[src/rtl/noc_pkg.sv]
`default_nettype none
// +----------------------------------------------------------------------------+
// | Module   : noc_pkg                                                         |
// | Purpose  : Shared NoC link definitions: default VC count and flit width,   |
// |            flit type encoding, flit field offsets, and helpers to build a  |
// |            flit and a one-hot VC vector.                                   |
// | Ports    : none (package)                                                  |
// | Revision : 1.0 - initial release                                           |
// +----------------------------------------------------------------------------+
package noc_pkg;

   localparam int VN     = 4;
   localparam int DW     = 32;
   localparam int MAX_VN = 8;
   localparam int MAX_DW = 64;

   typedef enum logic [1:0] {
      BODY   = 2'b00,
      HEAD   = 2'b01,
      TAIL   = 2'b10,
      SINGLE = 2'b11
   } flit_type_e;

   localparam int SEQ_LSB  = 0;
   localparam int VC_LSB   = 16;
   localparam int PORT_LSB = 19;
   localparam int TYPE_MSB = DW - 1;

   // Packet position of a flit is purely a function of its per-VC sequence.
   function automatic flit_type_e flit_type(input logic [15:0] seq, input int pkt_len);
      logic [15:0] pos;
      if (pkt_len == 1) return SINGLE;
      pos = seq % 16'(pkt_len);
      if (pos == 16'd0) return HEAD;
      if (pos == 16'(pkt_len - 1)) return TAIL;
      return BODY;
   endfunction

   // Built at the widest supported width; callers truncate to their DW.
   // type_msb is the caller's DW-1 so the type lands in the top two bits.
   function automatic logic [MAX_DW-1:0] make_flit(input logic [3:0]  port,
                                                   input logic [2:0]  vc,
                                                   input logic [15:0] seq,
                                                   input flit_type_e  ftype,
                                                   input int          type_msb);
      logic [MAX_DW-1:0] f;
      f                   = '0;
      f[SEQ_LSB  +: 16]   = seq;
      f[VC_LSB   +: 3]    = vc;
      f[PORT_LSB +: 4]    = port;
      f[type_msb -: 2]    = ftype;
      return f;
   endfunction

   function automatic logic [MAX_VN-1:0] onehot(input logic [2:0] idx);
      return MAX_VN'(1) << idx;
   endfunction

endpackage
`default_nettype wire

[src/rtl/rr_arbiter.sv]
`default_nettype none
// +----------------------------------------------------------------------------+
// | Module   : rr_arbiter                                                      |
// | Purpose  : Combinational round-robin arbiter. Priority starts at ptr and   |
// |            wraps; next_ptr is the slot after the winner when advance is    |
// |            set, otherwise ptr unchanged. The pointer register lives in the |
// |            parent so the arbiter can be shared by other allocators.        |
// | Ports    : req[N]        request vector                                    |
// |            advance       a grant is being consumed this cycle              |
// |            ptr           current highest-priority index                    |
// |            grant[N]      one-hot grant (zero when no request)              |
// |            grant_idx     binary index of the grant                         |
// |            next_ptr      pointer value for the next cycle                  |
// | Revision : 1.0 - initial release                                           |
// +----------------------------------------------------------------------------+
module rr_arbiter #(
   parameter  int N  = 4,
   localparam int IW = (N > 1) ? $clog2(N) : 1
) (
   input  logic [N-1:0]  req,
   input  logic          advance,
   input  logic [IW-1:0] ptr,
   output logic [N-1:0]  grant,
   output logic [IW-1:0] grant_idx,
   output logic [IW-1:0] next_ptr
);

   int            w_k;
   logic [IW-1:0] w_kidx;
   logic          w_found;

   always_comb begin
      grant     = '0;
      grant_idx = '0;
      w_found   = 1'b0;
      w_k       = 0;
      w_kidx    = '0;
      for (int i = 0; i < N; i++) begin
         w_k = int'(ptr) + i;
         if (w_k >= N) w_k = w_k - N;
         w_kidx = IW'(w_k);
         if (!w_found && req[w_kidx]) begin
            w_found        = 1'b1;
            grant[w_kidx]  = 1'b1;
            grant_idx      = w_kidx;
         end
      end
      next_ptr = ptr;
      if (advance && w_found)
         next_ptr = (grant_idx == IW'(N - 1)) ? '0 : grant_idx + 1'b1;
   end

endmodule
`default_nettype wire

[src/rtl/vc_flit_injector.sv]
`default_nettype none
// +----------------------------------------------------------------------------+
// | Module   : vc_flit_injector                                                |
// | Purpose  : Traffic source for one router input port. Emits FLITS_PER_VC    |
// |            flits on each VC, round-robin interleaved per flit, packetised  |
// |            as head/body/tail (or single when PKT_LEN is 1). Raises a       |
// |            sticky done once every VC's quota has been accepted.            |
// | Ports    : clk, rstn     clock, asynchronous active-low reset              |
// |            en_i          injection enable (gates new loads only)           |
// |            vc_o[VN]      one-hot VC of the presented flit                  |
// |            data_o[DW]    flit                                              |
// |            valid_o       flit valid; held until accepted                   |
// |            ready_i       downstream ready                                  |
// |            done          all VCs complete, sticky until reset              |
// | Revision : 1.0 - initial release                                           |
// +----------------------------------------------------------------------------+
module vc_flit_injector #(
   parameter int PORT         = 0,
   parameter int VN           = noc_pkg::VN,
   parameter int DW           = noc_pkg::DW,
   parameter int FLITS_PER_VC = 1000,
   parameter int PKT_LEN      = 4
) (
   input  logic          clk,
   input  logic          rstn,
   input  logic          en_i,
   output logic [VN-1:0] vc_o,
   output logic [DW-1:0] data_o,
   output logic          valid_o,
   input  logic          ready_i,
   output logic          done
);

   import noc_pkg::*;

   localparam int          IW      = (VN > 1) ? $clog2(VN) : 1;
   localparam logic [15:0] C_QUOTA = 16'(FLITS_PER_VC);

   logic [15:0]   r_seq [VN];
   logic [IW-1:0] r_ptr;
   logic [VN-1:0] r_vc;
   logic [DW-1:0] r_data;
   logic          r_valid;
   logic          r_done;

   logic [VN-1:0] w_pending;
   logic [VN-1:0] w_grant;
   logic [IW-1:0] w_gidx;
   logic [IW-1:0] w_next_ptr;
   logic [2:0]    w_gidx_ext;
   logic [15:0]   w_seq_sel;
   logic          w_fire;
   logic          w_load;
   logic          w_all_sent;

   // seq advances at load time, so the VC held in the output register has
   // already moved past that flit; pending alone is the eligibility test.
   for (genvar v = 0; v < VN; v++) begin : g_pending
      assign w_pending[v] = (r_seq[v] < C_QUOTA);
   end

   assign w_fire     = r_valid & ready_i;
   assign w_load     = en_i & (|w_pending) & (~r_valid | w_fire);
   assign w_all_sent = ~(|w_pending);
   assign w_gidx_ext = 3'(w_gidx);
   assign w_seq_sel  = r_seq[w_gidx];

   rr_arbiter #(
      .N (VN)
   ) u_arb (
      .req       (w_pending),
      .advance   (w_load),
      .ptr       (r_ptr),
      .grant     (w_grant),
      .grant_idx (w_gidx),
      .next_ptr  (w_next_ptr)
   );

   always_ff @(posedge clk or negedge rstn) begin
      if (!rstn) begin
         r_vc    <= '0;
         r_data  <= '0;
         r_valid <= 1'b0;
         r_done  <= 1'b0;
         r_ptr   <= '0;
         for (int v = 0; v < VN; v++) r_seq[v] <= '0;
      end else begin
         r_ptr <= w_next_ptr;
         if (w_load) begin
            r_vc           <= w_grant;
            r_data         <= DW'(make_flit(4'(PORT), w_gidx_ext, w_seq_sel,
                                            flit_type(w_seq_sel, PKT_LEN), DW - 1));
            r_valid        <= 1'b1;
            r_seq[w_gidx]  <= w_seq_sel + 16'd1;
         end else if (w_fire) begin
            r_valid <= 1'b0;
         end
         // Last flit leaves on this edge (or nothing is left in flight).
         if (w_all_sent && (!r_valid || w_fire))
            r_done <= 1'b1;
      end
   end

   assign vc_o    = r_vc;
   assign data_o  = r_data;
   assign valid_o = r_valid;
   assign done    = r_done;

endmodule
`default_nettype wire

[config.mk]
export PLATFORM = sky130hd
export DESIGN_NAME = vc_flit_injector
export DESIGN_NICKNAME = d
export VERILOG_FILES = /design/src/rtl/noc_pkg.sv /design/src/rtl/rr_arbiter.sv /design/src/rtl/vc_flit_injector.sv
export SDC_FILE = /design/constraint.sdc
export NUM_CORES = 1
export LEC_CHECK = 0
export ABC_AREA = 1
export BUFFER_PORTS_ARGS = -buffer_cell sky130_fd_sc_hd__buf_2
export CELL_PAD_IN_SITES_DETAIL_PLACEMENT = 0
export CELL_PAD_IN_SITES_GLOBAL_PLACEMENT = 2
export CORE_MARGIN = 2
export CORE_UTILIZATION = 38
export CTS_CLUSTER_DIAMETER = 80
export DETAILED_ROUTE_END_ITERATION = 7
export PLACE_DENSITY_LB_ADDON = 0.15
export SETUP_SLACK_MARGIN = 0.02
export SKIP_CTS_REPAIR_TIMING = 1
export SLEW_MARGIN = 20
export SYNTH_ARGS = -nofsm -noshare
export SYNTH_HDL_FRONTEND = slang
export SYNTH_SLANG_ARGS = --single-unit
[constraint.sdc]
create_clock -name clk -period 6.4 [get_ports clk]
set_input_delay 0.32 -clock clk [delete_from_list [all_inputs] [get_ports clk]]
set_output_delay 0.32 -clock clk [all_outputs]
set_load 0.02 [all_outputs]
# Yosys cells after proc, flatten, opt, wreduce, memory -nomap -nowiden
# Index checks and enable logic that the tools add are counted.
dict set report word_totals {
  ff_bits 92
  wordCells 116
  inputBits 4
}
dict set report op_classes {
  n_addsub 9
  n_mux 50
  reduce_logical 18
  order_cmp 18
  n_bitwise 10
  eq_ne 2
}
# op n
set ops {}
lappend ops {{$bwmux W64} 1}
lappend ops {{$lt A16 B10 Y1 const B} 4}
lappend ops {{$mux W16} 3}
lappend ops {{$bmux W16 S2} 1}
lappend ops {{$demux W16 S2} 1}
lappend ops {{$mux W2} 13}
lappend ops {{$mux W1} 19}
lappend ops {{$add A16 B1 Y16 const B} 1}
lappend ops {{$logic_not A16 Y1} 1}
lappend ops {{$mux W4} 4}
lappend ops {{$ge A3 B3 Y1 const B} 4}
lappend ops {{$lt A2 B3 Y1 const B} 4}
lappend ops {{$or A4 B4 Y4} 3}
lappend ops {{$logic_and A1 B1 Y1} 10}
lappend ops {{$bmux W1 S2} 4}
lappend ops {{$demux W1 S2} 4}
lappend ops {{$ge A2 B1 Y1 const B} 4}
lappend ops {{$sub A2 B1 Y2 const B} 4}
lappend ops {{$add A2 B2 Y3 const B} 2}
lappend ops {{$eq A2 B2 Y1 const B} 2}
lappend ops {{$logic_not A1 Y1} 4}
lappend ops {{$reduce_or A4 Y1} 1}
lappend ops {{$add A2 B1 Y3 const B} 1}
lappend ops {{$and A1 B1 Y1} 3}
lappend ops {{8 further kinds} 9}

# Longest topological paths before layout
dict set report logic_depth {
  word_depth 25
  depth_mapped 23
}

# Cells and area by module
# A second synthesis with hierarchy kept.
dict set report hier_totals {
  hier_cells 808
  area_unflattened_um2 5631.7
}
# module seq_area_each_um2 n_inst cells_per_inst area_each_um2
set modules_own_cells {}
lappend modules_own_cells {vc_flit_injector 2302.2 1 709 5081.1}
lappend modules_own_cells {rr_arbiter 0.0 1 99 550.5}

# Least setup slack after synthesis
# Ideal clock, no wire load.
dict set report synth_timing {
  path_kind {register -> register}
  startpoint {reg r_ptr[0]}
  endpoint {reg r_seq[24] in the netlist's numbering}
  stages_incl_launch_ff 20
  slack_ns 3.931
  n_path_buf 1
  t_arrival_ns 2.353
  setup_ns 0.116
  t_required_ns 6.284
  period_less_slack_ns 2.469
  cell_sequence {dfrtp_1 -> inv_2 -> ha_1 -> inv_1 -> nand3_1 -> nand2_2 -> nand3_2 -> nor2_1 -> inv_1 -> nand2_2 -> buf_6 -> nand3_1 -> nand2_2 -> nand2_4 -> nor2_8 -> nand2_1 -> nand2_1 -> nand2_2 -> nand2_1 -> nand2_1}
}
dict set report synth_via {
  elab_chain_cells 20
  word_cells_on_any_way 47
}
# item line_no
set synth_lines {}
lappend synth_lines {{start, declared} vc_flit_injector.sv:40} ;# logic [IW-1:0] r_ptr;
lappend synth_lines {{start signal, assigned} vc_flit_injector.sv:88} ;# r_ptr <= w_next_ptr;
lappend synth_lines {{parallel branches: the longest is 13 deep, another holds $add A2 B1 Y3} --}
lappend synth_lines {{$mux W2 *} rr_arbiter.sv:42} ;# if (!w_found && req[w_kidx]) begin
lappend synth_lines {{$not A2 Y3 (not written as such) *} {vc_flit_injector.sv:66, vc_flit_injector.sv:94}}
lappend synth_lines {{$bmux W16 S2 (tied with other cells)} vc_flit_injector.sv:66} ;# assign w_seq_sel = r_seq[w_gidx];
lappend synth_lines {{$mux W16 (not written as such) or $logic_and A1 B1 Y1 (tied branches)} {vc_flit_injector.sv:66, vc_flit_injector.sv:94}}
lappend synth_lines {{$mux W16, on equally long branches} {vc_flit_injector.sv:66, vc_flit_injector.sv:94}}
lappend synth_lines {{$add A16 B1 Y16 or $demux W16 S2 (tied branches)} vc_flit_injector.sv:94} ;# r_seq[w_gidx] <= w_seq_sel + 16'd1;
lappend synth_lines {{$bwmux W64 *} vc_flit_injector.sv:94}
lappend synth_lines {{end signal, assigned by index} vc_flit_injector.sv:94}
lappend synth_lines {{end, declared} vc_flit_injector.sv:39} ;# logic [15:0] r_seq [VN];
# Every way passes the cells marked *. The select of a mux whose other input is x is not followed.
# A chain may end at the register's enable or synchronous reset.

# Worst setup path in the final report
dict set report layout_timing {
  startpoint {reg r_ptr[0]}
  endpoint {reg r_seq[23] in the netlist's numbering}
}
# Same word-level chain as after synthesis.

==> summary.md <==
| Metric | Value |
|---|---|
| Status | `complete, no violations` |
| Synth cell count leaders | `nand2_1, dfrtp_1, inv_1, nand3_1, o21ai_0` |
| Distinct cells, synth | `33` |
| Setup_tns | `0 ns` |
| Max-slew violation count | `0` |
| M3 GR Usage | `2.70%` |
| Mapped cell area | `4820 µm²` |
| GRT met2 Usage | `27.4%` |
| Die H | `117 µm` |
| Crit. End Element | `register` |
| All-layer global routing usage | `17.9%` |
| Total congestion overflow | `0` |
| Worst Skew | `0.00841 ns` |
| Crit path kind | `register to register` |
| Antenna cells | `0` |
| CORE AREA | `12,500 µm²` |
| Via Count | `3,696` |
| Busiest grt layer | `met2` |
| Most frequent cell after synthesis | `nand2_1` |
| H-tree levels | `3` |
| Final-report hold violation count | `0` |
| Vias in the first global route | `3,439` |
| VDD IR max | `0.000143 V` |
| Hold crit path type | `primary input to register` |
| DR iter-0 viols | `240` |
| Final ANT Viol Nets | `0` |
| Clock-pin slew on the worst setup and hold paths | `0.06 ns` |
| # rows | `41` |
| Number of flops mapped to enable cells by yosys | `0` |
| Die width | `117 µm` |
| Fin nets | `637` |
| DR DRC count | `0` |
| CP Launch Type | `register` |
| Routing usage on met1 | `25.7%` |
| Yosys reg bits | `92` |
| Fin crit period | `3.64 ns` |
| First-pass GRT wire length | `18.3 mm` |
| Skew-Pair Late Insertion Delay | `0.34 ns` |
| Largest net degree at the start of global routing | `72` |
| Post-synthesis mux area share | `0%` |
| CTS tree | `yes` |
| Synth Area in XOR/XNOR | `0%` |
| I/O Pins | `42` |
| Antenna violations before repair | `0` |
| Main area contributors after synthesis | `dfrtp_1, nand2_1, inv_1` |
| Vias per std cell | `4.61` |
| Worst-path maximum fanout | `24` |
| Highest clock rate | `275 MHz` |
| Final Setup Violations | `0` |
| Worst-margin pin slew | `0.924 ns` |
| DRT Wirelength | `11.1 mm` |
| Die area | `13,600 µm²` |
| CP max stage delay | `0.54 ns` |
| Synth Area in Adders | `2.08%` |
| Sequential share of the synthesized area | `47.8%` |
| Layout cells sized above 1 | `15.9%` |
| Slew HR | `38.2%` |
| Most used DFF post-synth | `dfrtp_1` |
| Clock Path Buffers | `2` |
| Placer congestion estimate | `0.778` |
| RSZ-0062 raised after global routing | `false` |
| Dpl hpwl | `7.96 mm` |
| Max Cap Viol | `0` |
| First-pass detailed-route iteration total | `4` |
| Layout Area Growth over Synthesis | `11.6%` |
| Sink Count | `92` |
| Post-synth top area cell | `dfrtp_1` |
| Initial Utilization | `38.5%` |
| Critical path, cell by cell | `inv_2 > ha_1 > inv_1 > nand3_1 > nand2_2 > nand3_2 > nor2_1 > nor2_1 > nor2_2 > ha_1 > nand2_1 > inv_1 > nand3_1 > nand2_1` |
| Synth Area in Compound Gates | `7.64%` |
| YS warnings | `0` |
| Area share of the largest cell type after synthesis | `47.8%` |
| Pwr Density | `592 nW/µm²` |
| Post-synthesis area per instance | `8.00 µm²` |
| CTS root buf | `clkbuf_16` |
| Placed Area | `5040 µm²` |
| Worst Path Required | `6.68 ns` |
| Design area | `5370 µm²` |
| Final WS setup | `2.76 ns` |
| Port buffer count | `29` |
| Critical Path AT | `3.92 ns` |
| Setup WS pre-CTS | `2.55 ns` |
| Total CTS buffers | `9` |
| FILL cells | `1,335` |
| Worst path slowest cell | `nor2_2` |
| WL per Instance | `13.9 µm` |
| Util after Layout | `42.9%` |
| Final worst-path cycle share | `56.8%` |
| LEAKAGE | `3.06 nW` |
| Main combinational cell family by area after synthesis | `simple AND/OR/NAND/NOR gates` |
| Synth async-reset ratio | `100%` |
| Mapped Cells | `602` |
| Simple logic cell fraction of the synthesized area | `32.1%` |
## routing by layer
| metal | wire, µm | share of wire, % |
|---|---|---|
| met5 | 0 | 0 |
| met4 | 125 | 1.1 |
| met3 | 469 | 4.2 |
| met2 | 4970 | 45 |
| met1 | 5570 | 50 |
## area by class of cell
cell class	instances	area, µm²	share of cell area [%]
Sequential cell	92	2300	42.8
Clock buffer	12	246	4.59
Clock inverter	4	72.6	1.35
Multi-Input combinational cell	409	2060	38.4
Tap cell	172	215	4.00
Timing Repair Buffer	31	165	3.07
Inverter	82	310	5.77
## worst max-delay path, delay by kind of cell, from the launching register on
| family | cells | cell delay [ns] |
|---|---|---|
| flip-flops | 1 | 0.52 |
| adder cells (fa/ha/maj) | 2 | 0.65 |
| AND/OR/NAND/NOR | 9 | 1.77 |
| buffers and inverters | 3 | 0.61 |
## registers in the layout, summed over array words and instances (netlist names)
register and count:
r_seq 64, data_o 20, vc_o 4, r_ptr 2, done 1, valid_o 1
## metrics by stage
| step | instances | power [mW] | hold WS (ns) |
|---|---|---|---|
| CTS | 801 | 3.23 | -0.139 |
| finish | 802 | 3.18 | 0.262 |
| global placement | 785 | 2.64 | 0.226 |
| floorplan | 613 | 2.19 | 0.0244 |
| detailed placement | 785 | 2.65 | 0.230 |
| global route | 802 | 3.50 | 0.276 |
## cell families (layout without fill, tap and decap cells)
kind of cell / Yosys count / in the layout
buf+inv: 112 / 129
simple gates: 329 / 329
other cells: 1 / 12
fa+ha+maj: 8 / 8
flops: 92 / 92
compound gates: 60 / 60
## power by group
| group | switching [mW] | internal [mW] |
|---|---|---|
| sequential | 0.102 | 0.745 |
| clock | 0.220 | 0.353 |
| combinational | 1.29 | 0.477 |
## path summary, 6_finish.rpt
| path | end | start | cells past startpoint | slack [ns] |
|---|---|---|---|---|
| max in group asynchronous | r_seq[60]$_DFFE_PN0P_ | rstn | 3 | 4.81 |
| min in group asynchronous | data_o[14]$_DFFE_PN0P_ | rstn | 2 | 0.40 |
| worst max register to register | r_seq[23]$_DFFE_PN0P_ | r_ptr[0]$_DFFE_PN0P_ | 14 | 2.76 |
| worst min-delay path | done$_DFFE_PN0P_ | ready_i | 3 | 0.26 |
| worst min register to register | r_seq[42]$_DFFE_PN0P_ | r_seq[42]$_DFFE_PN0P_ | 2 | 0.46 |
| worst max-delay path | r_seq[23]$_DFFE_PN0P_ | r_ptr[0]$_DFFE_PN0P_ | 14 | 2.76 |
## cell usage in the layout (no fill, tap or decap), drive strengths merged
cell,count
a211oi,1
nand3,47
nor2,39
dlygate4sd3,1
o32a,3
o21bai,1
nand2,225
bufinv,2
buf,30
o22ai,4
a21oi,1
or2,4
conb,12
dfrtp,92
clkinv,1
nand3b,10
nand4,4
o211ai,1
clkinvlp,1
o21ai,48
ha,8
a21boi,1
clkbuf,12
inv,82
No activity file was read; power rests on OpenSTA's default activity.
